$ cat src/rtl/platform_collision_pkg.sv
// ============================================================================
// platform_pkg : shared constants, types and landing test for platform_collision
// Rev 1.0
// ============================================================================
`default_nettype none

package platform_pkg;

    localparam int NUM_PLAT      = 8;
    localparam int PLAT_HALF_W   = 20;
    localparam int DOODLE_HALF_W = 10;
    localparam int DOODLE_SIZE   = 10;
    localparam int LAND_TOL      = 8;
    localparam int PLAT_H        = LAND_TOL;

    typedef logic        [9:0]  coord_t;
    typedef logic signed [9:0]  vel_t;
    typedef logic        [2:0]  idx_t;
    // One bit wider than needed for coordinates, so Y+offset sums never wrap.
    typedef logic signed [11:0] sarith_t;

    typedef enum logic [1:0] {
        ST_IDLE = 2'd0,
        ST_SNAP = 2'd1,
        ST_SCAN = 2'd2,
        ST_DONE = 2'd3
    } state_t;

    function automatic logic land_test(
        input coord_t px,
        input coord_t py,
        input coord_t dx,
        input coord_t dy,
        input vel_t   dv
    );
        sarith_t bottom;
        sarith_t top;
        sarith_t dxs;
        sarith_t adx;
        logic    falling;
        falling = (dv > vel_t'(0));
        bottom  = sarith_t'({2'b00, dy}) + sarith_t'(DOODLE_SIZE);
        top     = sarith_t'({2'b00, py});
        dxs     = sarith_t'({2'b00, dx}) - sarith_t'({2'b00, px});
        adx     = (dxs < sarith_t'(0)) ? -dxs : dxs;
        land_test = falling
                  && (bottom >= top)
                  && (bottom <= top + sarith_t'(LAND_TOL))
                  && (adx <= sarith_t'(PLAT_HALF_W + DOODLE_HALF_W));
    endfunction

endpackage

`default_nettype wire

$ cat src/rtl/platform_collision_if.sv
// ============================================================================
// platform_collision_if : platform/doodle inputs and landing result bundle
// Rev 1.0
// ============================================================================
`default_nettype none

interface platform_collision_if;
    import platform_pkg::*;

    coord_t Platform_X_in [NUM_PLAT];
    coord_t Platform_Y_in [NUM_PLAT];
    coord_t Doodle_X;
    coord_t Doodle_Y;
    vel_t   Doodle_Y_Motion;

    logic   hit;
    idx_t   hit_idx;
    coord_t hit_Y;
    logic   done;
    logic   busy;
    logic   overrun;

    modport master (
        output Platform_X_in, Platform_Y_in, Doodle_X, Doodle_Y, Doodle_Y_Motion,
        input  hit, hit_idx, hit_Y, done, busy, overrun
    );

    modport slave (
        input  Platform_X_in, Platform_Y_in, Doodle_X, Doodle_Y, Doodle_Y_Motion,
        output hit, hit_idx, hit_Y, done, busy, overrun
    );

endinterface

`default_nettype wire

$ cat src/rtl/platform_collision_frame_edge_sync.sv
// ============================================================================
// frame_edge_sync : 2-flop synchronizer plus registered rising-edge detect
// Rev 1.0
// ============================================================================
`default_nettype none

module frame_edge_sync (
    input  wire logic clk_i,
    input  wire logic rst_i,
    input  wire logic async_i,
    output logic      rise_o
);

    logic s1_q;
    logic s2_q;
    logic s3_q;
    logic rise_q;

    always_ff @(posedge clk_i or posedge rst_i) begin
        if (rst_i) begin
            s1_q   <= 1'b0;
            s2_q   <= 1'b0;
            s3_q   <= 1'b0;
            rise_q <= 1'b0;
        end else begin
            s1_q   <= async_i;
            s2_q   <= s1_q;
            s3_q   <= s2_q;
            rise_q <= s2_q & ~s3_q;
        end
    end

    assign rise_o = rise_q;

endmodule

`default_nettype wire

$ cat src/rtl/platform_collision.sv
// ============================================================================
// platform_collision : per-frame sequential scan of 8 platforms for a landing
// Rev 1.0
// ============================================================================
`default_nettype none

module platform_collision
    import platform_pkg::*;
(
    input  wire logic           Clk,
    input  wire logic           Reset,
    input  wire logic           frame_clk,
    platform_collision_if.slave bus
);

    localparam idx_t LAST_IDX = idx_t'(NUM_PLAT - 1);

    logic   frame_rise;
    state_t state_q;
    idx_t   idx_q;
    idx_t   idx_d;

    coord_t px_q [NUM_PLAT];
    coord_t py_q [NUM_PLAT];
    coord_t dx_q;
    coord_t dy_q;
    vel_t   dv_q;

    logic   acc_hit_q;
    idx_t   acc_idx_q;
    coord_t acc_y_q;

    logic   hit_q;
    idx_t   hit_idx_q;
    coord_t hit_y_q;
    logic   done_q;
    logic   busy_q;
    logic   overrun_q;

    frame_edge_sync u_sync (
        .clk_i   (Clk),
        .rst_i   (Reset),
        .async_i (frame_clk),
        .rise_o  (frame_rise)
    );

    assign idx_d = idx_q + idx_t'(1);

    always_ff @(posedge Clk or posedge Reset) begin
        if (Reset) begin
            state_q   <= ST_IDLE;
            idx_q     <= '0;
            for (int i = 0; i < NUM_PLAT; i++) begin
                px_q[i] <= '0;
                py_q[i] <= '0;
            end
            dx_q      <= '0;
            dy_q      <= '0;
            dv_q      <= '0;
            acc_hit_q <= 1'b0;
            acc_idx_q <= '0;
            acc_y_q   <= '0;
            hit_q     <= 1'b0;
            hit_idx_q <= '0;
            hit_y_q   <= '0;
            done_q    <= 1'b0;
            busy_q    <= 1'b0;
            overrun_q <= 1'b0;
        end else begin
            done_q <= 1'b0;
            // A frame edge during a scan is dropped; only the flag records it.
            if (frame_rise && (state_q != ST_IDLE)) begin
                overrun_q <= 1'b1;
            end
            case (state_q)
                ST_IDLE: begin
                    if (frame_rise) begin
                        state_q <= ST_SNAP;
                        busy_q  <= 1'b1;
                    end
                end
                ST_SNAP: begin
                    for (int i = 0; i < NUM_PLAT; i++) begin
                        px_q[i] <= bus.Platform_X_in[i];
                        py_q[i] <= bus.Platform_Y_in[i];
                    end
                    dx_q      <= bus.Doodle_X;
                    dy_q      <= bus.Doodle_Y;
                    dv_q      <= bus.Doodle_Y_Motion;
                    acc_hit_q <= 1'b0;
                    acc_idx_q <= '0;
                    acc_y_q   <= '0;
                    idx_q     <= '0;
                    state_q   <= ST_SCAN;
                end
                ST_SCAN: begin
                    if (!acc_hit_q && land_test(px_q[idx_q], py_q[idx_q], dx_q, dy_q, dv_q)) begin
                        acc_hit_q <= 1'b1;
                        acc_idx_q <= idx_q;
                        acc_y_q   <= py_q[idx_q];
                    end
                    idx_q <= idx_d;
                    if (idx_q == LAST_IDX) begin
                        state_q <= ST_DONE;
                    end
                end
                ST_DONE: begin
                    hit_q     <= acc_hit_q;
                    hit_idx_q <= acc_idx_q;
                    hit_y_q   <= acc_y_q;
                    done_q    <= 1'b1;
                    busy_q    <= 1'b0;
                    state_q   <= ST_IDLE;
                end
                default: begin
                    state_q <= ST_IDLE;
                    busy_q  <= 1'b0;
                end
            endcase
        end
    end

    assign bus.hit     = hit_q;
    assign bus.hit_idx = hit_idx_q;
    assign bus.hit_Y   = hit_y_q;
    assign bus.done    = done_q;
    assign bus.busy    = busy_q;
    assign bus.overrun = overrun_q;

endmodule

`default_nettype wire

$ cat src/flat_wrapper.sv
// flat-port wrapper written by rule: the top's interface ports become plain ports
module platform_collision_flat import platform_pkg::*;
  (Clk, Reset, frame_clk, bus_Platform_X_in, bus_Platform_Y_in, bus_Doodle_X, bus_Doodle_Y, bus_Doodle_Y_Motion, bus_hit, bus_hit_idx, bus_hit_Y, bus_done, bus_busy, bus_overrun);
  platform_collision_if bus_i ();
  input  wire logic Clk;
  input  wire logic Reset;
  input  wire logic frame_clk;
  input wire logic [$bits(bus_i.Platform_X_in)-1:0] bus_Platform_X_in;
  input wire logic [$bits(bus_i.Platform_Y_in)-1:0] bus_Platform_Y_in;
  input wire logic [$bits(bus_i.Doodle_X)-1:0] bus_Doodle_X;
  input wire logic [$bits(bus_i.Doodle_Y)-1:0] bus_Doodle_Y;
  input wire logic [$bits(bus_i.Doodle_Y_Motion)-1:0] bus_Doodle_Y_Motion;
  output wire logic [$bits(bus_i.hit)-1:0] bus_hit;
  output wire logic [$bits(bus_i.hit_idx)-1:0] bus_hit_idx;
  output wire logic [$bits(bus_i.hit_Y)-1:0] bus_hit_Y;
  output wire logic [$bits(bus_i.done)-1:0] bus_done;
  output wire logic [$bits(bus_i.busy)-1:0] bus_busy;
  output wire logic [$bits(bus_i.overrun)-1:0] bus_overrun;
  assign bus_i.Platform_X_in = {>>{bus_Platform_X_in}};
  assign bus_i.Platform_Y_in = {>>{bus_Platform_Y_in}};
  assign bus_i.Doodle_X = bus_Doodle_X;
  assign bus_i.Doodle_Y = bus_Doodle_Y;
  assign bus_i.Doodle_Y_Motion = bus_Doodle_Y_Motion;
  assign bus_hit = bus_i.hit;
  assign bus_hit_idx = bus_i.hit_idx;
  assign bus_hit_Y = bus_i.hit_Y;
  assign bus_done = bus_i.done;
  assign bus_busy = bus_i.busy;
  assign bus_overrun = bus_i.overrun;
  platform_collision u_core (.Clk(Clk), .Reset(Reset), .frame_clk(frame_clk), .bus(bus_i));
endmodule
$ cat config.mk
export PLATFORM = sky130hd
export DESIGN_NAME = platform_collision_flat
export DESIGN_NICKNAME = d
export VERILOG_FILES = /design/src/rtl/platform_collision_pkg.sv /design/src/rtl/platform_collision_if.sv /design/src/rtl/platform_collision_frame_edge_sync.sv /design/src/rtl/platform_collision.sv /design/src/flat_wrapper.sv
export SDC_FILE = /design/constraint.sdc
export NUM_CORES = 1
export LEC_CHECK = 0
export ABC_AREA = 1
export BUFFER_PORTS_ARGS = -buffer_cell sky130_fd_sc_hd__buf_2
export CAP_MARGIN = 40
export CELL_PAD_IN_SITES_DETAIL_PLACEMENT = 0
export CELL_PAD_IN_SITES_GLOBAL_PLACEMENT = 1
export CORE_MARGIN = 2
export CORE_UTILIZATION = 35
export DETAILED_ROUTE_END_ITERATION = 16
export HOLD_SLACK_MARGIN = 0.08
export PLACE_DENSITY = 0.78
export SLEW_MARGIN = 20
export SYNTH_ARGS = -nofsm -noshare
export SYNTH_HDL_FRONTEND = slang
export SYNTH_SLANG_ARGS = --single-unit
$ cat constraint.sdc
create_clock -name Clk -period 13 [get_ports Clk]
set_input_delay 1.95 -clock Clk [delete_from_list [all_inputs] [get_ports Clk]]
set_output_delay 1.95 -clock Clk [all_outputs]
set_load 0.01 [all_outputs]
### Word-level counts from Yosys, hierarchy flattened

Cells that the tools add are included.

* register bits after elaboration: 230
* input bits: 193
* output and inout port bits: 17
* logic and storage cells: 88

* $add $sub $neg: 5
* magnitude comparators: 6
* eq/ne operators: 7
* multiplexer cells: 20
* bitwise gates (word level): 3
* reductions and logical operators: 13

Operators with widths (count)
* $bmux 10 s3: 2
* $mux 10: 5
* $add 10x4->11 const B: 2
* $pmux 10 s2: 1
* $ge 12x11->1: 1
* $le 12x12->1: 1
* $le 12x6->1 const B: 1
* $lt 12x1->1 const B: 1
* $mux 12: 1
* $neg 12->12: 1
* $pmux 3 s2: 2
* $sub 10x10->11: 1
* $gt 10x1->1 const B: 1
* $pmux 2 s4: 1
* $reduce_and 2->1: 3
* $reduce_bool 2->1: 3
* $logic_and 1x1->1: 5
* $eq 2x2->1 const B: 2
* $ge 4x4->1 const B: 1
* $mux 2: 2
* $ne 2x1->1 const B: 2
* $not 3->4: 1
* $pmux 1 s2: 2
* $add 3x1->3 const B: 1
* 9 further kinds: 11

### Longest topological paths before layout

* word-level depth: 12
* gate-level depth with buffers: 28
* gate-level depth less buffers: 24

### Cells and area by module

A second synthesis with hierarchy kept.

* cells, all modules: 1356
* area, all modules: 11826.3 um^2

Modules (own cells, without submodules)
* platform_collision: instances 1, cells each 1349, area each 11712.5 um^2, sequential area each 5655.4 um^2
* frame_edge_sync: instances 1, cells each 7, area each 113.9 um^2, sequential area each 100.1 um^2

### Worst setup path before layout

Ideal clock, no wire load.

* kind: flip-flop to flip-flop
* start: register u_core.idx_q[1]
* end: register u_core.acc_y_q[5]
* library setup time: 0.118 ns
* arrival time: 3.462 ns
* data required time: 12.882 ns
* setup slack: 9.421 ns
* stages on the path, launching flop included: 25
* path buffers: 5
* cells stage by stage: dfrtp_1 > buf_2 > inv_2 > buf_2 > buf_1 > buf_1 > a21oi_1 > o21ai_0 > a31oi_1 > ha_1 > inv_1 > fa_1 > inv_1 > nand2_1 > nor2_2 > nand3_1 > nor2_2 > nand4_1 > nand2_1 > nand2_1 > nor2_4 > nand2_4 > buf_6 > nand3_2 > nand2_1

* cells in the longest elaborated chain, start to end: 12
* elaborated cells on any way between the ends: 23

RTL lines
* start: declaration: line platform_collision.sv:20 `idx_t idx_q;`
* start signal: assignment: line platform_collision.sv:102 `idx_q <= idx_d;`
* $not 3->4 (implied by the code) *: line platform_collision.sv:97, platform_collision.sv:100
* $bmux 10 s3: line platform_collision.sv:97 `if (!acc_hit_q && land_test(px_q[idx_q], py_q[idx_q], dx_q, dy_q, dv_q)) begin`
* $mux 10 (implied by the code) (2 in a row): line platform_collision.sv:97
* $sub 10x10->11: line platform_collision_pkg.sv:44 `dxs = sarith_t'({2'b00, dx}) - sarith_t'({2'b00, px});`
* $neg 12->12 or $lt 12x1->1 (tied branches): line platform_collision_pkg.sv:45 `adx = (dxs < sarith_t'(0)) ? -dxs : dxs;`
* $mux 12: line platform_collision_pkg.sv:45
* $le 12x6->1: line platform_collision_pkg.sv:49 `&& (adx <= sarith_t'(PLAT_HALF_W + DOODLE_HALF_W));`
* $logic_and 1x1->1: line platform_collision_pkg.sv:49
* $logic_and 1x1->1: line platform_collision.sv:97
* $ne 2x1->1 (no line)
* $reduce_and 2->1 (no line)
* end signal: assignment: line platform_collision.sv:100 `acc_y_q <= py_q[idx_q];`
* end: declaration: line platform_collision.sv:31 `coord_t acc_y_q;`

Every way passes the cells marked *; elsewhere a longest branch is shown, timed or not. The select of a mux whose other input is x is not followed.
A chain may end at the register's enable or synchronous reset.

### Final worst setup path

* start: register u_core.idx_q[1]
* end: register u_core.acc_y_q[8]

Same word-level chain as after synthesis.

==> flow_summary.ini <==
[synthesis]
ys_types = 38
ys_async_sr_fraction_pct = 100
synth_cells = 1528
avgSynthCellArea_sq_um = 7.68
synth_fp_nets = 1758
synth-edff-count = 0
ys.flop_type = dfrtp_1
syn-cell-area_sq_um = 11700
yosysWarnings = 0
synth-seq-cells = 230
ys_seq_area_share_pct = 49.1

[timing]
rsz0062_at_grt = no
finalCritPeriodShare_pct = 37.3
tns_ns = 0
holdWs_ns = 0.351
hold_violations = 0
worst_pin_slew_ns = 0.810
fmax_mhz = 206
finalCriticalPeriod_ns = 4.85
setup-violations-final = 0
slew_viol_final = 0
skew_ns = 0.0140
max_slew_margin_pct = 46.0

[routing]
drt_iter0_markers = 564
wl_per_cell_um = 15.0
antenna_left = 0
vias_per_cell = 4.68
drt_pass1_iterations = 5
routed_wl_um = 32600
drc = 0
vias = 10100

[floorplanning]
die_h_um = 187
start_util_pct = 35.3
dieWidth_um = 187
design.core.area_sq_um = 33300
dieArea_sq_um = 35000
row_count = 67
io_pins = 210

[worst_hold_path]
min_path_type = register to register

[pwr]
power_leakage_nw = 7.35
power.total_w = 0.00428
vdd_drop_max_v = 0.000110
power_density_nw_per_um2 = 305

[clock_tree]
clkSlewWorstSetupHoldPaths_ns = 0.06
ctsLongestPathBuffers = 3
insertion_delay_ns = 0.54
holdBufCountCts = 0
cts_tree = built
clock_sinks = 230
cts_inserted_buffers = 26
htreeDepth = 1
post-cts-setup-buffers = 0
cts_resized = 0
clock-root-buffer = clkbuf_16

[grt]
grt_max_degree = 116
grt_pass1_wl_um = 52600
grt_pass1_vias = 10100
grt_usage_pct = 18.6
overflow = 0
antenna_found_initial = 0

[run]
drv_cap = 0

[critical_path]
critical_path_arrival_ns = 5.26
critPathKind = register to register
start_kind = register
crit_fanout = 54
required_ns = 13.42
critPathCaptureType = register

[cells_and_area]
syn2layout_area_growth_pct = 19.6
drive_gt1_share_pct = 17.6
nFillCells = 3497
antennaDiodeCount = 0
num-nets-final = 1932

[run_status]
status = complete, no violations

[placed_design]
routabilityCongestion = 0.820
dp_hpwl_um = 23400
portBuffers = 209
report_power, final:
| part | internal, W | total (W) | leakage (nW) | switching, W |
|---|---|---|---|---|
| Combinational | 0.000810 | 0.00238 | 4.09 | 0.00157 |
| Sequential | 0.00105 | 0.00121 | 2.87 | 0.000158 |
| Clock | 0.000386 | 0.000686 | 0.396 | 0.000300 |
| Total | 0.00225 | 0.00428 | 7.35 | 0.00203 |
routing by layer:
| metal | track usage, % | share of wire, % | up-vias |
|---|---|---|---|
| li1 | - | - | 5201 |
| met1 | 25.5 | 47 | 4684 |
| met2 | 31.0 | 46 | 204 |
| met3 | 2.36 | 3.9 | 53 |
| met4 | 4.95 | 2.6 | 0 |
| met5 | 0 | 0 | - |
final cells by class:
type,instances,area (sq um),share of cell area (%)
Clock buffer,36,718,5.12
Clock inverter,11,70.1,0.499
Inverter,158,602,4.29
Multi-Input combinational cell,1063,5080,36.2
Sequential cell,230,5760,41.0
Tap cell,448,561,4.00
Timing Repair Buffer,223,1240,8.86
cell usage in the layout (no fill, tap or decap), drive strengths merged, types with 12 or more instances in the layout:
master  instances
dfrtp         230
ha             36
clkbuf         36
nor2           39
inv           157
o21ai         206
nand2         581
a21oi          85
clkinv         12
nand3          66
buf           223
metrics by stage:
stage / utilization (%) / cells / setup WS [ns] / area [sq um]
floorplan: - / 1528 / 4.75 / 11700
finish: 42.2 / 2169 / 8.15 / 14000
CTS: 41.9 / 2166 / 8.15 / 14000
global placement: 39.4 / 2117 / 8.25 / 13100
global route: 42.2 / 2169 / 7.59 / 14000
detailed placement: 39.6 / 2119 / 8.18 / 13200
logic make-up (layout without fill, tap and decap cells):
kind of cell | after synthesis | count (layout) | synth area share [%]
compound gates | 300 | 300 | 13.0
fa+ha+maj | 37 | 37 | 4.01
xor+xnor | 15 | 15 | 1.18
simple gates | 711 | 711 | 25.0
flops | 230 | 230 | 49.1
buf+inv | 235 | 428 | 7.78
registers in the layout, summed over array words and instances, names as in the netlist:
register and flops:
u_core.bus.overrun 1, u_core.bus.hit_idx 3, u_core.dy_q 10, u_core.idx_q 3
u_core.u_sync.s1_q 1, u_core.u_sync.s2_q 1, u_core.bus.busy 1, u_core.state_q 2
u_core.bus.hit_Y 10, u_core.bus.hit 1, u_core.dx_q 10, u_core.px_q 80
u_core.acc_y_q 10, u_core.u_sync.s3_q 1, u_core.acc_hit_q 1, u_core.py_q 80
u_core.acc_idx_q 3, u_core.bus.done 1, u_core.u_sync.rise_o 1, u_core.dv_q 10
worst paths after layout:
path | depth (start not counted) | end | slack [ns] | start
worst min register to register | 0 | u_core.u_sync.s2_q$_DFF_PP0_ | 0.35 | u_core.u_sync.s1_q$_DFF_PP0_
worst min-delay path | 0 | u_core.u_sync.s2_q$_DFF_PP0_ | 0.35 | u_core.u_sync.s1_q$_DFF_PP0_
max in group asynchronous | 4 | u_core.u_sync.s1_q$_DFF_PP0_ | 10.31 | Reset
min in group asynchronous | 2 | u_core.py_q[62]$_DFFE_PP0P_ | 1.39 | Reset
worst max register to register | 23 | u_core.acc_y_q[8]$_DFFE_PP0P_ | 8.15 | u_core.idx_q[1]$_DFFE_PP0P_
worst max-delay path | 23 | u_core.acc_y_q[8]$_DFFE_PP0P_ | 8.15 | u_core.idx_q[1]$_DFFE_PP0P_
worst max-delay path, stage by stage (launching register included):
cell and delay (ns):
dfrtp_2 0.34, buf_4 0.55, inv_2 0.44, a21oi_1 0.21, o21ai_0 0.10, nand2_1 0.08
inv_1 0.04, o21ai_0 0.56, nand3_1 0.22, nor2_1 0.18, nand2_1 0.08, xor2_1 0.17
ha_1 0.34, a21oi_1 0.13, o21a_1 0.13, nand3_1 0.08, nand2_1 0.06, nand3_1 0.07
nor2_1 0.09, nand3_1 0.12, nor2_4 0.33, nand2_4 0.21, nand3_1 0.13, nand2_1 0.07
synthesized netlist by cell type, types with 4 or more instances:
| cell type | number | share of area, % |
|---|---|---|
| buf_2 | 10 | 0.43 |
| nand2_1 | 575 | 18 |
| a21oi_1 | 84 | 3.6 |
| nor2_2 | 4 | 0.21 |
| nand3b_1 | 5 | 0.32 |
| nand4_1 | 7 | 0.37 |
| xor2_1 | 11 | 0.82 |
| o21ai_1 | 7 | 0.30 |
| nand3_2 | 13 | 1.1 |
| clkbuf_1 | 60 | 1.9 |
| nand3_1 | 53 | 2.3 |
| dfrtp_1 | 230 | 49 |
| o21ai_0 | 199 | 8.5 |
| inv_2 | 6 | 0.19 |
| nor2_1 | 32 | 1.0 |
| nor3_1 | 10 | 0.43 |
| inv_1 | 151 | 4.8 |
| ha_1 | 36 | 3.8 |
| nand2_2 | 5 | 0.27 |
No activity file was read; power rests on OpenSTA's default activity.
